--- src/rtl/riscv_demux3_buf_if.sv ---
// ---------------------------------------------------------------------------
// riscv_demux3_buf_if
//
// Purpose:
//   Bundles the handshake and data signals of the 1-to-3 steering buffer so
//   the producer, the three consumers and the block itself share one
//   connection object.
//
// Signal summary:
//   i_riscv_demux3_valid      producer -> block   input word valid
//   o_riscv_demux3_ready      block -> producer   block accepts word this cycle
//   i_riscv_demux3_sel[1:0]   producer -> block   00/01/10 = channel, 11 = drop
//   i_riscv_demux3_in         producer -> block   input data word
//   o_riscv_demux3_validN     block -> consumerN  channel N holds a word
//   i_riscv_demux3_readyN     consumerN -> block  consumer N takes the word
//   o_riscv_demux3_outN       block -> consumerN  channel N data (registered)
//   o_riscv_demux3_drop_cnt   block -> observer   saturating discard count
//   o_riscv_demux3_busy       block -> observer   any channel holds a word
//
// Modports:
//   slave  - the steering block itself
//   master - the environment (producer plus the three consumers)
// ---------------------------------------------------------------------------
interface riscv_demux3_buf_if #(
  parameter int width     = 64,
  parameter int cnt_width = 8
);

  logic                 i_riscv_demux3_valid;
  logic                 o_riscv_demux3_ready;
  logic [1:0]           i_riscv_demux3_sel;
  logic [width-1:0]     i_riscv_demux3_in;

  logic                 o_riscv_demux3_valid0;
  logic                 o_riscv_demux3_valid1;
  logic                 o_riscv_demux3_valid2;
  logic                 i_riscv_demux3_ready0;
  logic                 i_riscv_demux3_ready1;
  logic                 i_riscv_demux3_ready2;
  logic [width-1:0]     o_riscv_demux3_out0;
  logic [width-1:0]     o_riscv_demux3_out1;
  logic [width-1:0]     o_riscv_demux3_out2;

  logic [cnt_width-1:0] o_riscv_demux3_drop_cnt;
  logic                 o_riscv_demux3_busy;

  // The block receives the input stream and consumer readies, and drives
  // everything the producer and consumers observe.
  modport slave (
    input  i_riscv_demux3_valid,
    input  i_riscv_demux3_sel,
    input  i_riscv_demux3_in,
    input  i_riscv_demux3_ready0,
    input  i_riscv_demux3_ready1,
    input  i_riscv_demux3_ready2,
    output o_riscv_demux3_ready,
    output o_riscv_demux3_valid0,
    output o_riscv_demux3_valid1,
    output o_riscv_demux3_valid2,
    output o_riscv_demux3_out0,
    output o_riscv_demux3_out1,
    output o_riscv_demux3_out2,
    output o_riscv_demux3_drop_cnt,
    output o_riscv_demux3_busy
  );

  // Mirror image for whoever drives the block.
  modport master (
    output i_riscv_demux3_valid,
    output i_riscv_demux3_sel,
    output i_riscv_demux3_in,
    output i_riscv_demux3_ready0,
    output i_riscv_demux3_ready1,
    output i_riscv_demux3_ready2,
    input  o_riscv_demux3_ready,
    input  o_riscv_demux3_valid0,
    input  o_riscv_demux3_valid1,
    input  o_riscv_demux3_valid2,
    input  o_riscv_demux3_out0,
    input  o_riscv_demux3_out1,
    input  o_riscv_demux3_out2,
    input  o_riscv_demux3_drop_cnt,
    input  o_riscv_demux3_busy
  );

endinterface

--- src/rtl/riscv_demux3_buf.sv ---
// ---------------------------------------------------------------------------
// riscv_demux3_buf
//
// Purpose:
//   Registered 1-to-3 steering block. One valid/ready producer stream carries
//   a 2-bit destination select; each word is routed into one of three
//   single-entry channel buffers. Select 2'b11 is reserved: the word is
//   accepted, thrown away and counted in a saturating drop counter.
//
// Ports:
//   i_riscv_demux3_clk   clock, all state changes on the rising edge
//   i_riscv_demux3_rst   synchronous active-high reset, beats any transfer
//   bus                  riscv_demux3_buf_if.slave carrying the input
//                        stream, three channel outputs, drop count and busy
//
// Parameters:
//   width      data bits per word
//   cnt_width  width of the saturating drop counter
// ---------------------------------------------------------------------------
module riscv_demux3_buf #(
  parameter int width     = 64,
  parameter int cnt_width = 8
) (
  input logic               i_riscv_demux3_clk,
  input logic               i_riscv_demux3_rst,
  riscv_demux3_buf_if.slave bus
);

  localparam logic [cnt_width-1:0] CntOne = {{(cnt_width-1){1'b0}}, 1'b1};

  // Channel buffer state: one valid bit and one data word per channel.
  logic [2:0]           chanValid_q;
  logic [2:0]           chanValid_d;
  logic [width-1:0]     chanOut_q [3];
  logic [width-1:0]     chanOut_d [3];
  logic [cnt_width-1:0] dropCnt_q;
  logic [cnt_width-1:0] dropCnt_d;

  logic [2:0]           consumerReady;
  logic [2:0]           drainMask;
  logic [2:0]           routeMask;
  logic                 discardSel;
  logic                 inReady;
  logic                 accept;

  // Gather the consumer readies into a vector so every channel can be
  // handled by the same indexed logic below. A channel drains only when it
  // actually holds a word and its consumer takes it.
  assign consumerReady = {bus.i_riscv_demux3_ready2,
                          bus.i_riscv_demux3_ready1,
                          bus.i_riscv_demux3_ready0};
  assign drainMask     = chanValid_q & consumerReady;

  // Decode the select into a one-hot channel route and work out whether the
  // selected destination has room. A full channel still has room when its
  // consumer drains it this cycle, which gives pass-through with no bubble.
  // The discard code always has room. i_valid is deliberately kept out of
  // this path so the producer can look at ready before committing.
  always_comb begin
    routeMask  = 3'b000;
    discardSel = 1'b0;
    inReady    = 1'b1;
    case (bus.i_riscv_demux3_sel)
      2'b00: begin
        routeMask = 3'b001;
        inReady   = ~chanValid_q[0] | consumerReady[0];
      end
      2'b01: begin
        routeMask = 3'b010;
        inReady   = ~chanValid_q[1] | consumerReady[1];
      end
      2'b10: begin
        routeMask = 3'b100;
        inReady   = ~chanValid_q[2] | consumerReady[2];
      end
      default: begin
        discardSel = 1'b1;
        inReady    = 1'b1;
      end
    endcase
  end

  assign accept = bus.i_riscv_demux3_valid & inReady;

  // Next-state for each channel. A fresh word landing in a channel wins over
  // that channel's drain, so a drain plus an accept in the same cycle leaves
  // the channel full with the new word. Without a new word, a drain just
  // clears valid; the stale data is left in place since nobody looks at it.
  // Channels not addressed by the current word drain independently.
  // The drop counter advances only on a discard accept and sticks at
  // all-ones once it gets there.
  always_comb begin
    chanValid_d = chanValid_q;
    dropCnt_d   = dropCnt_q;
    for (int n = 0; n < 3; n++) begin
      chanOut_d[n] = chanOut_q[n];
      if (accept && routeMask[n]) begin
        chanOut_d[n]   = bus.i_riscv_demux3_in;
        chanValid_d[n] = 1'b1;
      end else if (drainMask[n]) begin
        chanValid_d[n] = 1'b0;
      end
    end
    if (accept && discardSel && (dropCnt_q != {cnt_width{1'b1}})) begin
      dropCnt_d = dropCnt_q + CntOne;
    end
  end

  // State registers. Reset clears every channel and the counter and is
  // checked first, so anything accepted or drained on a reset edge is lost.
  always_ff @(posedge i_riscv_demux3_clk) begin
    if (i_riscv_demux3_rst) begin
      chanValid_q <= 3'b000;
      dropCnt_q   <= '0;
      for (int n = 0; n < 3; n++) begin
        chanOut_q[n] <= '0;
      end
    end else begin
      chanValid_q <= chanValid_d;
      dropCnt_q   <= dropCnt_d;
      for (int n = 0; n < 3; n++) begin
        chanOut_q[n] <= chanOut_d[n];
      end
    end
  end

  // Outputs. Channel data, valids and the counter come straight from
  // registers; busy is a pure OR of registered valids, and ready is the only
  // combinational handshake output.
  assign bus.o_riscv_demux3_ready    = inReady;
  assign bus.o_riscv_demux3_valid0   = chanValid_q[0];
  assign bus.o_riscv_demux3_valid1   = chanValid_q[1];
  assign bus.o_riscv_demux3_valid2   = chanValid_q[2];
  assign bus.o_riscv_demux3_out0     = chanOut_q[0];
  assign bus.o_riscv_demux3_out1     = chanOut_q[1];
  assign bus.o_riscv_demux3_out2     = chanOut_q[2];
  assign bus.o_riscv_demux3_drop_cnt = dropCnt_q;
  assign bus.o_riscv_demux3_busy     = |chanValid_q;

endmodule

--- src/flat_wrapper.sv ---
// flat-port wrapper written by rule: the top's interface ports become plain ports
module riscv_demux3_buf_flat 
#(
  parameter int width     = 64,
  parameter int cnt_width = 8
)
  (i_riscv_demux3_clk, i_riscv_demux3_rst, bus_i_riscv_demux3_valid, bus_i_riscv_demux3_sel, bus_i_riscv_demux3_in, bus_i_riscv_demux3_ready0, bus_i_riscv_demux3_ready1, bus_i_riscv_demux3_ready2, bus_o_riscv_demux3_ready, bus_o_riscv_demux3_valid0, bus_o_riscv_demux3_valid1, bus_o_riscv_demux3_valid2, bus_o_riscv_demux3_out0, bus_o_riscv_demux3_out1, bus_o_riscv_demux3_out2, bus_o_riscv_demux3_drop_cnt, bus_o_riscv_demux3_busy);
  riscv_demux3_buf_if #(.width(width), .cnt_width(cnt_width)) bus_i ();
  input logic i_riscv_demux3_clk;
  input logic i_riscv_demux3_rst;
  input wire logic [$bits(bus_i.i_riscv_demux3_valid)-1:0] bus_i_riscv_demux3_valid;
  input wire logic [$bits(bus_i.i_riscv_demux3_sel)-1:0] bus_i_riscv_demux3_sel;
  input wire logic [$bits(bus_i.i_riscv_demux3_in)-1:0] bus_i_riscv_demux3_in;
  input wire logic [$bits(bus_i.i_riscv_demux3_ready0)-1:0] bus_i_riscv_demux3_ready0;
  input wire logic [$bits(bus_i.i_riscv_demux3_ready1)-1:0] bus_i_riscv_demux3_ready1;
  input wire logic [$bits(bus_i.i_riscv_demux3_ready2)-1:0] bus_i_riscv_demux3_ready2;
  output wire logic [$bits(bus_i.o_riscv_demux3_ready)-1:0] bus_o_riscv_demux3_ready;
  output wire logic [$bits(bus_i.o_riscv_demux3_valid0)-1:0] bus_o_riscv_demux3_valid0;
  output wire logic [$bits(bus_i.o_riscv_demux3_valid1)-1:0] bus_o_riscv_demux3_valid1;
  output wire logic [$bits(bus_i.o_riscv_demux3_valid2)-1:0] bus_o_riscv_demux3_valid2;
  output wire logic [$bits(bus_i.o_riscv_demux3_out0)-1:0] bus_o_riscv_demux3_out0;
  output wire logic [$bits(bus_i.o_riscv_demux3_out1)-1:0] bus_o_riscv_demux3_out1;
  output wire logic [$bits(bus_i.o_riscv_demux3_out2)-1:0] bus_o_riscv_demux3_out2;
  output wire logic [$bits(bus_i.o_riscv_demux3_drop_cnt)-1:0] bus_o_riscv_demux3_drop_cnt;
  output wire logic [$bits(bus_i.o_riscv_demux3_busy)-1:0] bus_o_riscv_demux3_busy;
  assign bus_i.i_riscv_demux3_valid = bus_i_riscv_demux3_valid;
  assign bus_i.i_riscv_demux3_sel = bus_i_riscv_demux3_sel;
  assign bus_i.i_riscv_demux3_in = bus_i_riscv_demux3_in;
  assign bus_i.i_riscv_demux3_ready0 = bus_i_riscv_demux3_ready0;
  assign bus_i.i_riscv_demux3_ready1 = bus_i_riscv_demux3_ready1;
  assign bus_i.i_riscv_demux3_ready2 = bus_i_riscv_demux3_ready2;
  assign bus_o_riscv_demux3_ready = bus_i.o_riscv_demux3_ready;
  assign bus_o_riscv_demux3_valid0 = bus_i.o_riscv_demux3_valid0;
  assign bus_o_riscv_demux3_valid1 = bus_i.o_riscv_demux3_valid1;
  assign bus_o_riscv_demux3_valid2 = bus_i.o_riscv_demux3_valid2;
  assign bus_o_riscv_demux3_out0 = bus_i.o_riscv_demux3_out0;
  assign bus_o_riscv_demux3_out1 = bus_i.o_riscv_demux3_out1;
  assign bus_o_riscv_demux3_out2 = bus_i.o_riscv_demux3_out2;
  assign bus_o_riscv_demux3_drop_cnt = bus_i.o_riscv_demux3_drop_cnt;
  assign bus_o_riscv_demux3_busy = bus_i.o_riscv_demux3_busy;
  riscv_demux3_buf #(.width(width), .cnt_width(cnt_width)) u_core (.i_riscv_demux3_clk(i_riscv_demux3_clk), .i_riscv_demux3_rst(i_riscv_demux3_rst), .bus(bus_i));
endmodule
--- config.mk ---
export PLATFORM = sky130hd
export DESIGN_NAME = riscv_demux3_buf_flat
export DESIGN_NICKNAME = d
export VERILOG_FILES = /design/src/rtl/riscv_demux3_buf_if.sv /design/src/rtl/riscv_demux3_buf.sv /design/src/flat_wrapper.sv
export SDC_FILE = /design/constraint.sdc
export NUM_CORES = 1
export LEC_CHECK = 0
export ABC_AREA = 0
export BUFFER_PORTS_ARGS = -buffer_cell sky130_fd_sc_hd__buf_2
export CAP_MARGIN = 20
export CORE_AREA = 2 2 160 162
export CTS_CLUSTER_DIAMETER = 100
export DETAILED_ROUTE_END_ITERATION = 12
export DIE_AREA = 0 0 162 164
export PLACE_DENSITY = 0.61
export SYNTH_ARGS = -nofsm -noshare
export SYNTH_HDL_FRONTEND = slang
export SYNTH_SLANG_ARGS = --single-unit
--- constraint.sdc ---
create_clock -name i_riscv_demux3_clk -period 1.8 [get_ports i_riscv_demux3_clk]
set_input_delay 0.27 -clock i_riscv_demux3_clk [delete_from_list [all_inputs] [get_ports i_riscv_demux3_clk]]
set_output_delay 0.27 -clock i_riscv_demux3_clk [all_outputs]
set_load 0.005 [all_outputs]
After elaboration in Yosys (flattened, before gate mapping)
Memories as Yosys holds them, arrays and structs flattened. Cells that the tools add are included.

Bits in registers: 11. RAM bits: 192. Bits of input ports: 72. Word-level logic and storage cells: 49. Memories: 1.

Memories: u_core.chanOut_q (depth 3, width 64, rd ports 3, clocked after memory_dff 0, write ports 3, line riscv_demux3_buf.sv:34) `logic [width-1:0] chanOut_q [3];`.

Add/sub/neg operators: 1. Eq/ne operators: 3. Multiplexer cells: 18. Bitwise logic cells: 11. Reduce and logical (&&, ||, !) cells: 11.

Operators with widths (number): $mux 64 (6); $mux 1 (10); $pmux 3 s3 (1); $add 8x1->8 const B (1); $ne 8x8->1 const B (1); $or 1x1->1 (6); $reduce_bool 2->1 (3); $reduce_or 3->1 (2); $logic_and 1x1->1 (5); $and 3x3->3 (1); $not 1->1 (3); $pmux 1 s3 (1); $eq 2x1->1 const B (1); $eq 2x2->1 const B (1); $logic_not 2->1 (1); $and 1x1->1 (1).

Logic depth before layout (Yosys ltp)
Gate-level depths: netlist (run 1).

Depth in word-level cells: 7. Mapped depth: 6. Mapped depth without buffers: 4.

Least setup slack after synthesis (run 1)
Ideal clock, no wire load.

Path type: flip-flop to flip-flop. From: register u_core.dropCnt_q[0], in the netlist u_core.bus.o_riscv_demux3_drop_cnt[0]. To: register u_core.dropCnt_q[7], in the netlist u_core.bus.o_riscv_demux3_drop_cnt[7]. Data arrival time: 1519 ps. Data required time: 1679 ps. Slack: 160 ps. Stages on the path, launching flop included: 6. Path buffers: 1. Period minus slack after synthesis: 1640 ps. Cell sequence: dfxtp_1 ha_1 and4_1 buf_2 nor4_1 mux2_2.

Longest elaborated chain between the ends: 2. Elaborated cells between the ends (all ways): 3. Classes of those cells: add/sub: 1; eq/ne: 1; reduce/logical: 1.

RTL lines: start, declared (line riscv_demux3_buf.sv:36) `logic [cnt_width-1:0] dropCnt_q;`; start signal, assigned (line riscv_demux3_buf.sv:120) `dropCnt_q <= dropCnt_d;`; parallel branches: the longest is 2 deep, another holds $add 8x1->8.

Several ways; the timed one is not identified. A chain may end at the register's enable or synchronous reset.

Worst setup path in the final report (run 1)
From: register u_core.chanValid_q[0]. To: output port bus_o_riscv_demux3_busy.

Longest elaborated chain between the ends: 1.

RTL lines: start, declared (line riscv_demux3_buf.sv:32) `logic [2:0] chanValid_q;`; start signal, assigned (line riscv_demux3_buf.sv:119) `chanValid_q <= chanValid_d;`; $reduce_or 3->1 (line riscv_demux3_buf.sv:138) `assign bus.o_riscv_demux3_busy = |chanValid_q;`; end, declared (line flat_wrapper.sv:25) `output wire logic [$bits(bus_i.o_riscv_demux3_busy)-1:0] bus_o_riscv_demux3_busy;`.

No other way between the ends.

==> results of run 1 <==
==> through the flow <==
stage | utilization | std cells | power [mW] | instance area (um2) | hold slack (ns)
after detailed placement | 0.387 | 1475 | 5.70 | 9590 | 0.456
after global placement | 0.387 | 1475 | 5.68 | 9590 | 0.451
after global routing | 0.416 | 1512 | 10.4 | 10300 | 0.0283
final | 0.416 | 1512 | 10.1 | 10300 | 0.0345
after floorplan | - | 949 | 5.22 | 7870 | 0.417
after CTS | 0.415 | 1512 | 10.2 | 10300 | 0.0173
==> placed cells by master, fill, tap and decap left out, drive strengths merged, types with 2 or more instances in the layout <==
master	synthesis	final
buf	45	307
dfxtp	203	203
a21oi	198	198
nand3	195	195
o21ai	194	194
clkbuf	66	30
nand2b	6	6
nor2b	5	5
nor2	4	4
a211oi	4	4
clkinv	0	4
and3	3	3
mux2	3	3
mux2i	2	2
and3b	2	2
nand3b	2	2
and4	2	2
a41oi	2	2
nor4	2	2
nand4	2	2
inv	1	2
==> path summary, 6_finish.rpt <==
check                                                     startpoint                                                 end  slack [ns]  depth (start not counted)
setup / recovery                  u_core.chanValid_q[0]$_SDFFE_PP0P_                             bus_o_riscv_demux3_busy        0.07                          2
hold / removal                             bus_i_riscv_demux3_in[60]               u_core.chanOut_q[0][188]$_SDFFE_PP0P_        0.03                          3
setup reg to reg  u_core.bus.o_riscv_demux3_drop_cnt[0]$_SDFFE_PP0P_  u_core.bus.o_riscv_demux3_drop_cnt[7]$_SDFFE_PP0P_        0.10                          4
hold reg to reg                 u_core.chanOut_q[0][14]$_SDFFE_PP0P_                u_core.chanOut_q[0][14]$_SDFFE_PP0P_        0.47                          2
==> logic make-up (layout without fill, tap and decap cells) <==
family | Yosys count | after routing | share of synthesized area
multiplexers | 5 | 5 | 0.00683
flip-flops | 203 | 203 | 0.516
AND/OR/NAND/NOR | 228 | 228 | 0.151
adder cells (fa/ha/maj) | 1 | 1 | 0.00159
buffers and inverters | 112 | 345 | 0.0656
AO/OA/AOI/OAI | 400 | 400 | 0.259
==> timing repair <==
item                       in CTS  in global routing
pin swaps                       0                  0
gates resized for setup         2                  3
setup endpoints to repair       2                  1
hold endpoints to repair        0                  0
==> cell type report <==
cell class	instances	area (um2)
Clock buffer	30	642
Clock inverter	7	70.1
Fill cell	2558	14500
Inverter	1	3.75
Multi-Input combinational cell	634	3330
Sequential cell	203	4070
Tap cell	330	413
Timing Repair Buffer	307	1780
==> report_power, final <==
group / switching [mW] / leakage [nW] / internal (mW)
clock network: 1.84 / 0.350 / 2.64
logic: 0.548 / 2.22 / 0.341
registers: 0.0702 / 1.65 / 4.64
==> metal layers <==
| metal | share of wire | routed length (um) |
|---|---|---|
| met1 | 0.45 | 13000 |
| met2 | 0.46 | 13100 |
| met3 | 0.066 | 1890 |
| met4 | 0.022 | 617 |
| met5 | 0 | 0 |
==> sequential cells by signal, summed over array words and instances (netlist names) <==
register                            count
u_core.chanOut_q                      192
u_core.chanValid_q                      3
u_core.bus.o_riscv_demux3_drop_cnt      8
==> worst max-delay path, cell delays in order (launching register included) <==
cell	delay [ns]
dfxtp_4	0.38
or3_1	0.42
buf_2	0.16
==> run metrics, run 1 <==
DRT iter0 DRCs 809; CTS tree done; hold-fix buffers at CTS 0; DR WL/cell approximately 19 um; total number of vias roughly 8,200; status complete, no violations; ys async rst share 0; Peak VDD IR 0.666 mV; Final setup viols 0; Yosys cell types 33; register area share after synthesis 0.516; max-cap viol count 0; final period utilization 0.963; WP data arrival between 1 and 1.5 ns; Main synth FF type dfxtp_1; Crit. End Element output pin; critical path class register to output pin; PD cells 976 nW/um2; GRT overflow 0; synth warn 0; layout cell share with drive strength beyond 1 0.305; Longest Clk Path Bufs 3; CTS Root Cell clkbuf_16; RSZ-0062 raised after global routing false; number of synthesized flops with an enable pin 0; Synth Register Bits 203; Synth top cells by count dfxtp_1 (203), a21oi_1 (198), nand3_1 (195), o21ai_0 (121), o21ai_1 (69); cell area after synthesis just under 8000 um2; dpl hpwl ~19,000 um; post-synthesis area per instance approximately 8.3 um2; drt pass-1 iters 5; clock slew at reported path FFs around 0.060 ns; PnR worst setup slack around 0.067 ns; Placer Congestion about 0.81; crit path launch type register; Hold Fails Final Rpt 0; Die Width roughly 160 um; Total GRT Usage 0.203; first-pass GRT wire length between 40,000 and 50,000 um; DRC Markers 0; Port Buffers 276; grt met3 use 0.0381; post-synth top area share 0.516; max-slew violations 0; setup TNS 0 ns; Synth area leader dfxtp_1; initial core utilization 0.317; # diodes 0; fin nets roughly 1,200; pin count of the biggest net entering global routing 66; Skew-Pair Late Insertion Delay 0.51 ns; DIE AREA approximately 27,000 um2; syn nets 1,022; Die Height around 160 um; GR Util met2 0.321; clk sink count about 200; Synth Instances 949; met1 usage in global routing 0.287; critical path fanouts, max 4; P_leak 4.22 nW; grt peak-use layer met2; Hold/Removal Path Class input pin to register; synthesis-to-finish area growth 31.0%; clk_skew 0.00801 ns; vias per cell approximately 5.4; Fmax roughly 0.58 GHz; max_slew headroom 0.631; Site Rows between 50 and 60; core area ~25,000 um2; Routed WL roughly 29,000 um; pre-CTS WS between 0.1 and 0.15 ns; vias in the first global route slightly above 7,000; post-CTS setup buffer count 0; I/O pin count roughly 280; minimum clock period 1.73 ns; worst slew pin tran around 0.55 ns; H-Tree Depth 1; top-count cell post-synth dfxtp_1; cts bufs inserted 23; ANT nets after route 0; Synth area leaders dfxtp_1 (52%), a21oi_1 (13%), nand3_1 (12%); initial antenna violation count 0; WP data required between 1.5 and 2 ns
(Power assumes the default switching activity.)
==> run 2, diff against run 1 <==
--- a/config.mk
+++ b/config.mk
@@ -7,11 +7,11 @@
 export LEC_CHECK = 0
 export ABC_AREA = 0
 export BUFFER_PORTS_ARGS = -buffer_cell sky130_fd_sc_hd__buf_2
-export CAP_MARGIN = 20
 export CORE_AREA = 2 2 160 162
 export CTS_CLUSTER_DIAMETER = 100
 export DETAILED_ROUTE_END_ITERATION = 12
 export DIE_AREA = 0 0 162 164
+export GPL_TIMING_DRIVEN = 0
 export PLACE_DENSITY = 0.61
 export SYNTH_ARGS = -nofsm -noshare
 export SYNTH_HDL_FRONTEND = slang
==> run 2 against run 1 <==
  * Clock skew is essentially flat
  * Critical path depth increased by 3
  * Clock power barely moved
  * Total power hardly changed
  * Wire length grew 8.4%
  * First-iteration DRC count shrank 20%
  * Sequential cell count stayed put
  * Clock-buffer cell count up 1
  * Die area unchanged
  * Setup slack got worse by 0.00088 ns
  * Critical path type unchanged
==> run metrics, run 2 (same netlist as run 1, synthesis figures left out) <==
status complete, no violations; vias in the first global route 7,915 (+9.6%); core area 24,800 um2 (unchanged); setup TNS 0 ns (unchanged); Power Total 10.1 mW (about the same); Final Cell Area 10,500 um2 (+1.5%); Total GRT Usage 0.221 (+0.0178); max reg flops 192 (unchanged); Placer Congestion 0.859 (+6.6%); Peak VDD IR 0.542 mV (-19%); initial core utilization 0.317 (unchanged); max_slew headroom 0.342 (-0.289); layout cell share with drive strength beyond 1 0.290 (-0.0151); Site Rows 58 (unchanged); final period utilization 0.963 (about the same); CTS tree done; uppermost routed layer met4; crit path launch type register; WP data required 1.53 ns (about the same); max-cap viol count 0 (unchanged); Storage cell area 4080 um2 (+0.15%); Skew-Pair Late Insertion Delay 0.50 ns (about the same); CTS Root Cell clkbuf_16; most frequent cells in the layout buf_2 (301), dfxtp_1 (200), a21oi_1 (198); Longest Clk Path Bufs 3 (unchanged); critical path class register to output pin; critical path fanouts, max 4 (unchanged); GRT overflow 0 (unchanged); clk_skew 0.00796 ns (-0.0000460 ns); Placed Area 9660 um2 (+0.72%); fin nets 1,327 (+6.8%); Fmax 0.577 GHz (about the same); R2R Setup Slk 0.12 ns (+0.02 ns); PD cells 962 nW/um2 (-1.4%); DIE AREA 26,600 um2 (unchanged); Port Buffers 275 (-0.36%); H-Tree Depth 1 (unchanged); I/O pin count 277 (unchanged); clk sink count 203 (unchanged); pin count of the biggest net entering global routing 13 (-80%); Final setup viols 0 (unchanged); Hold Fails Final Rpt 0 (unchanged); ANT nets after route 0 (unchanged); vias per cell 5.35 (-0.77%); worst slew pin tran 0.987 ns (+0.434 ns); Routed WL 31,100 um (+8.4%); drt pass-1 iters 5 (unchanged); met2 routed WL 13,900 um (+5.9%); Crit. End Element output pin; cts bufs inserted 23 (unchanged); minimum clock period 1.73 ns (+0.000882 ns); metal3 WL 2670 um (+41%); # diodes 0 (unchanged); DR WL/cell 19.5 um (+2.9%); WP data arrival 1.46 ns (about the same); first-pass GRT wire length 45,900 um (+6.1%); commonest non-fill, non-tap cell in the layout buf_2; clock slew at reported path FFs 0.06 ns (about the same); WL met1 13,800 um (+6.2%); Largest Register u_core.chanOut_q; P_leak 4.32 nW (+2.3%); DRT iter0 DRCs 648 (-20%); dpl hpwl 22,100 um (+19%); multi-input logic area 3330 um2 (about the same); max-slew violations 0 (unchanged); Die Height 164 um (unchanged); Hold/Removal Path Class input pin to register; initial antenna violation count 0 (unchanged); DRC Markers 0 (unchanged); Layout fillers 2,587 (+1.1%); total number of vias 8,533 (+4.6%); synthesis-to-finish area growth 32.9%; Die Width 162 um (unchanged)
## run 2: cell types whose count changed in the layout (fill, tap and decap cells not counted), sizes merged
| cell | delta |
|---|---|
| clkbuf | +67 |
| buf | +18 |
| clkinv | -2 |
| inv | -1 |
## run 2: metal layers
layer / track usage / vias to the layer above
li1: - / 4035
met1: 0.300 / 4062
met2: 0.355 / 384
met3: 0.0533 / 52
met4: 0.0519 / 0
met5: 0 / -
## run 2: path summary, 6_finish.rpt
path / startpoint / endpoint / depth (start not counted)
setup / recovery: u_core.chanValid_q[1]$_SDFFE_PP0P_ / bus_o_riscv_demux3_ready / 5
hold / removal: bus_i_riscv_demux3_in[56] / u_core.chanOut_q[0][184]$_SDFFE_PP0P_ / 3
hold reg to reg: u_core.chanOut_q[0][24]$_SDFFE_PP0P_ / u_core.chanOut_q[0][24]$_SDFFE_PP0P_ / 2
setup reg to reg: u_core.chanValid_q[0]$_SDFFE_PP0P_ / u_core.chanOut_q[0][48]$_SDFFE_PP0P_ / 5
## run 2: what timing repair did
action	CTS	global route
buffers inserted	4	1
resized for setup	13	10
hold buffers	0	0
pin swaps	1	1
endpoints found under the setup margin	2	15
## run 2: cell type report
| class | count | area share |
|---|---|---|
| sequential | 203 | 0.389 |
| multi-input combinational | 634 | 0.318 |
| timing repair buffer | 280 | 0.135 |
| clock buffer | 31 | 0.0617 |
| buffer | 111 | 0.0509 |
| tap | 330 | 0.0395 |
| clock inverter | 4 | 0.00454 |
| inverter | 1 | 0.000359 |
## run 2: critical path, stage by stage, from the launching register on
cell and delay, ns:
dfxtp_4 0.37, nand2b_1 0.10, buf_6 0.14, o21ai_1 0.13, o21ai_2 0.09, buf_2 0.13
## run 2: where the power goes
group | internal [mW] | leakage [nW] | switching, mW
Clock | 2.62 | 0.339 | 1.83
Sequential | 4.64 | 1.65 | 0.0791
Combinational | 0.334 | 2.33 | 0.573
Total | 7.59 | 4.32 | 2.48
## run 2: metrics by stage
step,worst slack (ns),hold slack [ns],cells,utilization
2_1_floorplan,0.160,0.417,949,-
3_3_place_gp,-0.160,0.454,1554,0.389
3_5_place_dp,-0.147,0.457,1554,0.389
4_1_cts,0.00928,0.0238,1593,0.420
5_1_grt,-0.0000718,0.0335,1594,0.422
6_report,0.0663,0.0415,1594,0.422
